`config.mk`:
```
export PLATFORM = sky130hd
export DESIGN_NAME = i2c_config_sequencer
export DESIGN_NICKNAME = d
export VERILOG_FILES = /design/src/rtl/i2c_cfg_pkg.sv /design/src/rtl/i2c_config_sequencer_rom.sv /design/src/rtl/i2c_config_sequencer.sv
export SDC_FILE = /design/constraint.sdc
export NUM_CORES = 1
export LEC_CHECK = 0
export CAP_MARGIN = 20
export CORE_MARGIN = 2
export CORE_UTILIZATION = 40
export DETAILED_ROUTE_END_ITERATION = 10
export PLACE_DENSITY = 0.74
export SYNTH_ARGS = -nofsm -noshare
export SYNTH_HDL_FRONTEND = slang
export SYNTH_HIERARCHICAL = 1
export SYNTH_SLANG_ARGS = --single-unit
```
`constraint.sdc`:
```
create_clock -name clk -period 6.1 [get_ports clk]
set_input_delay 0.915 -clock clk [delete_from_list [all_inputs] [get_ports clk]]
set_output_delay 0.915 -clock clk [all_outputs]
set_load 0.02 [all_outputs]
```
`src/rtl/i2c_cfg_pkg.sv`:
```
// Shared types and default constants for the I2C configuration sequencer.
package i2c_cfg_pkg;

  typedef enum logic [2:0] {
    IDLE,
    ISSUE,
    WAIT_BUSY,
    WAIT_DONE,
    GAP,
    DONE,
    FAIL
  } seq_state_t;

  typedef struct packed {
    logic [7:0] reg_addr;
    logic [7:0] data;
  } cfg_entry_t;

  localparam int         DEF_NUM_WRITES     = 10;
  localparam logic [6:0] DEF_SLAVE_ADDR     = 7'h1A;
  localparam int         DEF_MAX_RETRIES    = 3;
  localparam int         DEF_GAP_CYCLES     = 4;
  localparam int         DEF_TIMEOUT_CYCLES = 64;

  // Width needed to hold 0..max_val, never less than one bit.
  function automatic int cnt_width(input int max_val);
    return (max_val < 1) ? 1 : $clog2(max_val + 1);
  endfunction

endpackage

```
`src/rtl/i2c_config_sequencer_rom.sv`:
```
// Combinational register table for the codec bring-up sequence.
module config_rom
  import i2c_cfg_pkg::*;
#(
  parameter int NUM_WRITES = DEF_NUM_WRITES,
  parameter int IDX_W      = cnt_width(NUM_WRITES)
) (
  input  logic [IDX_W-1:0] index,
  output cfg_entry_t       entry
);

  // Look up the entry; indices past the table return an all-zero write.
  always_comb begin
    entry = '0;
    if (int'(index) < NUM_WRITES) begin
      case (int'(index))
        0:       entry = {8'h0F, 8'h00};
        1:       entry = {8'h06, 8'h10};
        2:       entry = {8'h07, 8'h42};
        3:       entry = {8'h08, 8'h00};
        4:       entry = {8'h00, 8'h17};
        5:       entry = {8'h01, 8'h17};
        6:       entry = {8'h02, 8'h79};
        7:       entry = {8'h03, 8'h79};
        8:       entry = {8'h04, 8'h12};
        9:       entry = {8'h05, 8'h00};
        default: entry = '0;
      endcase
    end
  end

endmodule

```
`src/rtl/i2c_config_sequencer.sv`:
```
// Walks the register table, handing one write at a time to an I2C master,
// retrying NACKed or timed-out transfers and reporting done or fail.
module i2c_config_sequencer
  import i2c_cfg_pkg::*;
#(
  parameter int         NUM_WRITES     = DEF_NUM_WRITES,
  parameter logic [6:0] SLAVE_ADDR     = DEF_SLAVE_ADDR,
  parameter int         MAX_RETRIES    = DEF_MAX_RETRIES,
  parameter int         GAP_CYCLES     = DEF_GAP_CYCLES,
  parameter int         TIMEOUT_CYCLES = DEF_TIMEOUT_CYCLES
) (
  input  logic       clk,
  input  logic       rst_n,
  input  logic       start,
  output logic       busy,
  output logic       done,
  output logic       fail,
  output logic [7:0] fail_index,
  output logic [6:0] slav_addr,
  output logic       read_not_write,
  output logic [7:0] reg_addr,
  output logic [7:0] write_data,
  output logic       write_valid,
  input  logic       write_ready,
  input  logic       error
);

  localparam int IDX_W   = cnt_width(NUM_WRITES);
  localparam int RETRY_W = cnt_width(MAX_RETRIES);
  localparam int TMR_MAX = (GAP_CYCLES > TIMEOUT_CYCLES) ? GAP_CYCLES : TIMEOUT_CYCLES;
  localparam int TMR_W   = cnt_width(TMR_MAX);

  localparam logic [IDX_W-1:0]   LAST_IDX     = IDX_W'(NUM_WRITES - 1);
  localparam logic [IDX_W-1:0]   IDX_SAT      = IDX_W'(NUM_WRITES);
  localparam logic [RETRY_W-1:0] RETRY_LIMIT  = RETRY_W'(MAX_RETRIES);
  localparam logic [TMR_W-1:0]   TMR_SAT      = TMR_W'(TMR_MAX);
  localparam logic [TMR_W-1:0]   TIMEOUT_LAST = TMR_W'(TIMEOUT_CYCLES - 1);
  localparam logic [TMR_W-1:0]   GAP_LAST     = TMR_W'(GAP_CYCLES - 1);

  seq_state_t         state;
  seq_state_t         state_next;
  logic [IDX_W-1:0]   index;
  logic [RETRY_W-1:0] retry;
  logic [TMR_W-1:0]   timer;
  logic [7:0]         fail_idx_q;
  cfg_entry_t         cur_entry;

  logic in_wait;
  logic timed_out;
  logic xfer_end;
  logic xfer_err;
  logic last_entry;
  logic can_retry;
  logic gap_end;
  logic start_ok;

  config_rom #(
    .NUM_WRITES (NUM_WRITES),
    .IDX_W      (IDX_W)
  ) u_rom (
    .index (index),
    .entry (cur_entry)
  );

  // A transfer ends when the master goes idle again or the wait budget runs
  // out; a timeout is folded into the error path so it gets retried.
  assign in_wait    = (state == WAIT_BUSY) || (state == WAIT_DONE);
  assign timed_out  = in_wait && (timer >= TIMEOUT_LAST);
  assign xfer_end   = timed_out || ((state == WAIT_DONE) && write_ready);
  assign xfer_err   = timed_out || error;
  assign last_entry = (index >= LAST_IDX);
  assign can_retry  = (retry < RETRY_LIMIT);
  assign gap_end    = (state == GAP) && (timer >= GAP_LAST);
  assign start_ok   = start && ((state == IDLE) || (state == DONE) || (state == FAIL));

  // State register.
  always_ff @(posedge clk) begin
    if (!rst_n) state <= IDLE;
    else        state <= state_next;
  end

  // Next-state decision.
  always_comb begin
    state_next = state;
    case (state)
      IDLE, DONE, FAIL: if (start) state_next = ISSUE;
      ISSUE:            if (write_ready) state_next = WAIT_BUSY;
      WAIT_BUSY, WAIT_DONE: begin
        if (xfer_end) begin
          if (!xfer_err)      state_next = last_entry ? DONE : GAP;
          else if (can_retry) state_next = GAP;
          else                state_next = FAIL;
        end else if ((state == WAIT_BUSY) && !write_ready) begin
          state_next = WAIT_DONE;
        end
      end
      GAP:              if (gap_end) state_next = ISSUE;
      default:          state_next = IDLE;
    endcase
  end

  // Index, retry, shared gap/timeout timer and the latched failing index.
  always_ff @(posedge clk) begin
    if (!rst_n) begin
      index      <= '0;
      retry      <= '0;
      timer      <= '0;
      fail_idx_q <= '0;
    end else if (start_ok) begin
      index      <= '0;
      retry      <= '0;
      timer      <= '0;
      fail_idx_q <= '0;
    end else begin
      case (state)
        ISSUE: timer <= '0;
        WAIT_BUSY, WAIT_DONE: begin
          if (xfer_end) begin
            timer <= '0;
            if (!xfer_err) begin
              if (!last_entry) begin
                if (index != IDX_SAT) index <= index + 1'b1;
                retry <= '0;
              end
            end else if (can_retry) begin
              retry <= retry + 1'b1;
            end else begin
              fail_idx_q <= 8'(index);
            end
          end else if (timer != TMR_SAT) begin
            timer <= timer + 1'b1;
          end
        end
        GAP: if (!gap_end && (timer != TMR_SAT)) timer <= timer + 1'b1;
        default: ;
      endcase
    end
  end

  // Status and handshake outputs decoded from state alone.
  always_comb begin
    busy        = 1'b0;
    done        = 1'b0;
    fail        = 1'b0;
    write_valid = 1'b0;
    case (state)
      ISSUE: begin
        busy        = 1'b1;
        write_valid = 1'b1;
      end
      WAIT_BUSY, WAIT_DONE, GAP: busy = 1'b1;
      DONE:    done = 1'b1;
      FAIL:    fail = 1'b1;
      default: ;
    endcase
  end

  assign fail_index     = fail_idx_q;
  assign slav_addr      = SLAVE_ADDR;
  assign read_not_write = 1'b0;
  assign reg_addr       = cur_entry.reg_addr;
  assign write_data     = cur_entry.data;

endmodule

```
==> impl_metrics.yaml <==
placement:
  gp_congestion: 0.826
  post-dp-hpwl_um: 2380
  port_buffers: 23
  pre_cts_ws_ns: 3.26
  placedCellCount: 262
clocking:
  postCtsSetupBuffers: 0
  clk_pin_slew_ns: 0.08
  cts.path.max_buffers: 2
  numCtsBuffers: 3
  cts.htree.levels: 1
  hold_buffers: 0
  cts_sinks: 20
  cts_tree: "done"
  clock_latency_ns: 0.26
  cts-resized-gates: 0
  cts-root-buf: "clkbuf_8"
floorplan:
  dieArea_mm2: 0.00474
  start_util_pct: 41.8
  die_h_um: 68.9
  io_pins: 41
  die_x_um: 68.9
  coreArea_mm2: 0.00403
  rows: 23
pwr:
  p_sw_uw: 207
  power_leakage_uw: 0.000721
  cellPowerDensity_mw_per_mm2: 275
  p_sw_share_pct: 39.5
  p_int_uw: 316
  vdd_drop_max_uv: 166
  p_seq_share_pct: 33.8
  clock_power_share_pct: 25.8
  comb_power_share_pct: 40.4
grt:
  grt-ovfl-total: 0
  antenna_found_initial: 0
  grt_pass1_vias: 1190
  grt_pass1_wl_um: 5220
  gr-usage-all-layers_pct: 14.2
  grt_max_degree: 18
final_layout:
  layoutNonFillerInstCount: 266
  nNetsFinal: 233
  drive_above_1_share_pct: 7.87
  layout.cells.most_common: "clkdlybuf4s50_1"
  syn2layout_area_growth_pct: 12.6
  final_cell_mix: "clkdlybuf4s50_1 (23), dfxtp_1 (20), nor2_1 (18)"
  postLayoutCoreUtil_pct: 47.0
  diodes: 0
timing:
  rsz0062_at_grt: "no"
  clock_skew_ns: 0.00143
  tightestPinTransition_ns: 0.945
  fmax_mhz: 322
  hold_violations: 0
  fin_ws_ns: 2.99
  min_period_ns: 3.11
  slew-limit-headroom_pct: 36.8
  setup_viol: 0
  whs_ns: 0.466
  slew_viol_final: 0
  finalCritPeriodShare_pct: 51.0
  finalSetupTns_ns: 0
synthesis:
  synth.ff_latch_count: 20
  syn_area_mm2: 0.00168
  synthCells: 202
  synth_edf_count: 0
  synthArstFlopShare_pct: 0
  synthTopCellsByArea: "dfxtp_1 (24%), buf_4 (8.9%), ha_1 (8.2%)"
  synth_flop_cell: "dfxtp_1"
  synth_top_area_share_pct: 23.8
  yosysWarnings: 6
  synth_cell_types: 54
  synth_largest_area_cell: "dfxtp_1"
  ys_seq_area_share_pct: 23.8
  avgSynthCellArea_um2: 8.33
drt:
  ant_nets: 0
  wirelength_um: 3130
  vias: 1390
  wl_per_cell_um: 11.8
  via_per_inst: 5.23
  drc_errors: 0
  drt_pre_antenna_iters: 4
  drtIter0Drc: 86
worst_setup_path:
  path_cells: "inv_1 > ha_1 > nor4bb_1 > or3_1 > clkdlybuf4s50_1"
  slowest_stage: "dfxtp_1"
  crit_path_start_kind: "flip-flop"
  rrSetupSlack_ns: 3.82
  criticalPathCategory: "reg -> out"
  critPathArrivalTime_ns: 2.19
  crit_path_max_fanout: 13
  worst_setup_path_end_kind: "primary output"
  critPathMaxStageDelay_ns: 0.57
  cp.required_ns: 5.18
job:
  maxCapViolCount: 0
run_status:
  outcome: "finished, final reports clean"
min_path:
  hp-class: "reg -> reg"
synthesized netlist by cell type, drive strengths merged, types with 2 or more instances:
| master | number |
|---|---|
| a31o | 2 |
| nor2 | 19 |
| ha | 11 |
| nor2b | 3 |
| nand3b | 2 |
| o32ai | 2 |
| nor3 | 3 |
| inv | 11 |
| nand2b | 4 |
| nand2 | 16 |
| a21oi | 8 |
| o211a | 3 |
| a31oi | 2 |
| buf | 27 |
| nand3 | 13 |
| nand4b | 2 |
| or3 | 3 |
| a211oi | 3 |
| o31ai | 3 |
| or2 | 2 |
| a41oi | 2 |
| o211ai | 6 |
| o21ai | 3 |
| conb | 3 |
| mux2i | 3 |
| xnor2 | 6 |
| o21a | 2 |
| nor3b | 3 |
| dfxtp | 20 |
state kept, by name, indices dropped and copies added, names as in the netlist:
| name | cells |
|---|---|
| timer | 7 |
| fail_index | 4 |
| index | 4 |
| state | 3 |
| retry | 2 |
metrics by stage:
stage	area (um2)	power, uW
2_1_floorplan	1740	358
3_3_place_gp	1820	388
3_5_place_dp	1820	391
4_1_cts	1900	525
5_1_grt	1900	557
6_report	1900	522
layout make-up:
class                           count  area (um2)
Tap cell                           50        62.6
Clock buffer                        3        41.3
Fill cell                         412        2130
Inverter                           11        41.3
Clock inverter                      1        30.0
Timing Repair Buffer               23         230
Multi-Input combinational cell    158        1090
Sequential cell                    20         400
layer usage:
layer	GRT usage, %	part of all wire, %
met5	0	0
met4	3.43	0.80
met3	1.95	3.2
met2	23.4	48
met1	19.5	48
power by group through the flow:
stage               sequential [uW]  clock (uW)  combinational [uW]
floorplan                       157           0                 201
global placement                179           0                 209
detailed placement              179           0                 212
CTS                             176         136                 212
global route                    179         141                 236
finish                          176         135                 211
worst max-delay path, delay by kind of cell (launching register included):
family                     cells  cell delay (ns)
DFF                            1             0.57
and+or+nand+nor                2             0.49
adders and majority gates      1             0.21
buffers and inverters          2             0.67
cells by family after synthesis:
family | Yosys count | synth area share [%]
AND/OR/NAND/NOR | 79 | 27.1
AO/OA/AOI/OAI | 41 | 20.2
buffers and inverters | 38 | 14.6
flip-flops | 20 | 23.8
adder cells (fa/ha/maj) | 11 | 8.18
XOR/XNOR | 7 | 3.64
other | 3 | 0.669
multiplexers | 3 | 1.78
worst paths after layout:
check	cells after the start	from	to
min	2	fail_index[2]$_SDFFE_PP0P_	fail_index[2]$_SDFFE_PP0P_
max	5	index[1]$_SDFFE_PP0P_	write_data[1]
min reg2reg	2	fail_index[2]$_SDFFE_PP0P_	fail_index[2]$_SDFFE_PP0P_
max reg2reg	7	index[1]$_SDFFE_PP0P_	index[2]$_SDFFE_PP0P_
(Power assumes the default switching activity.)
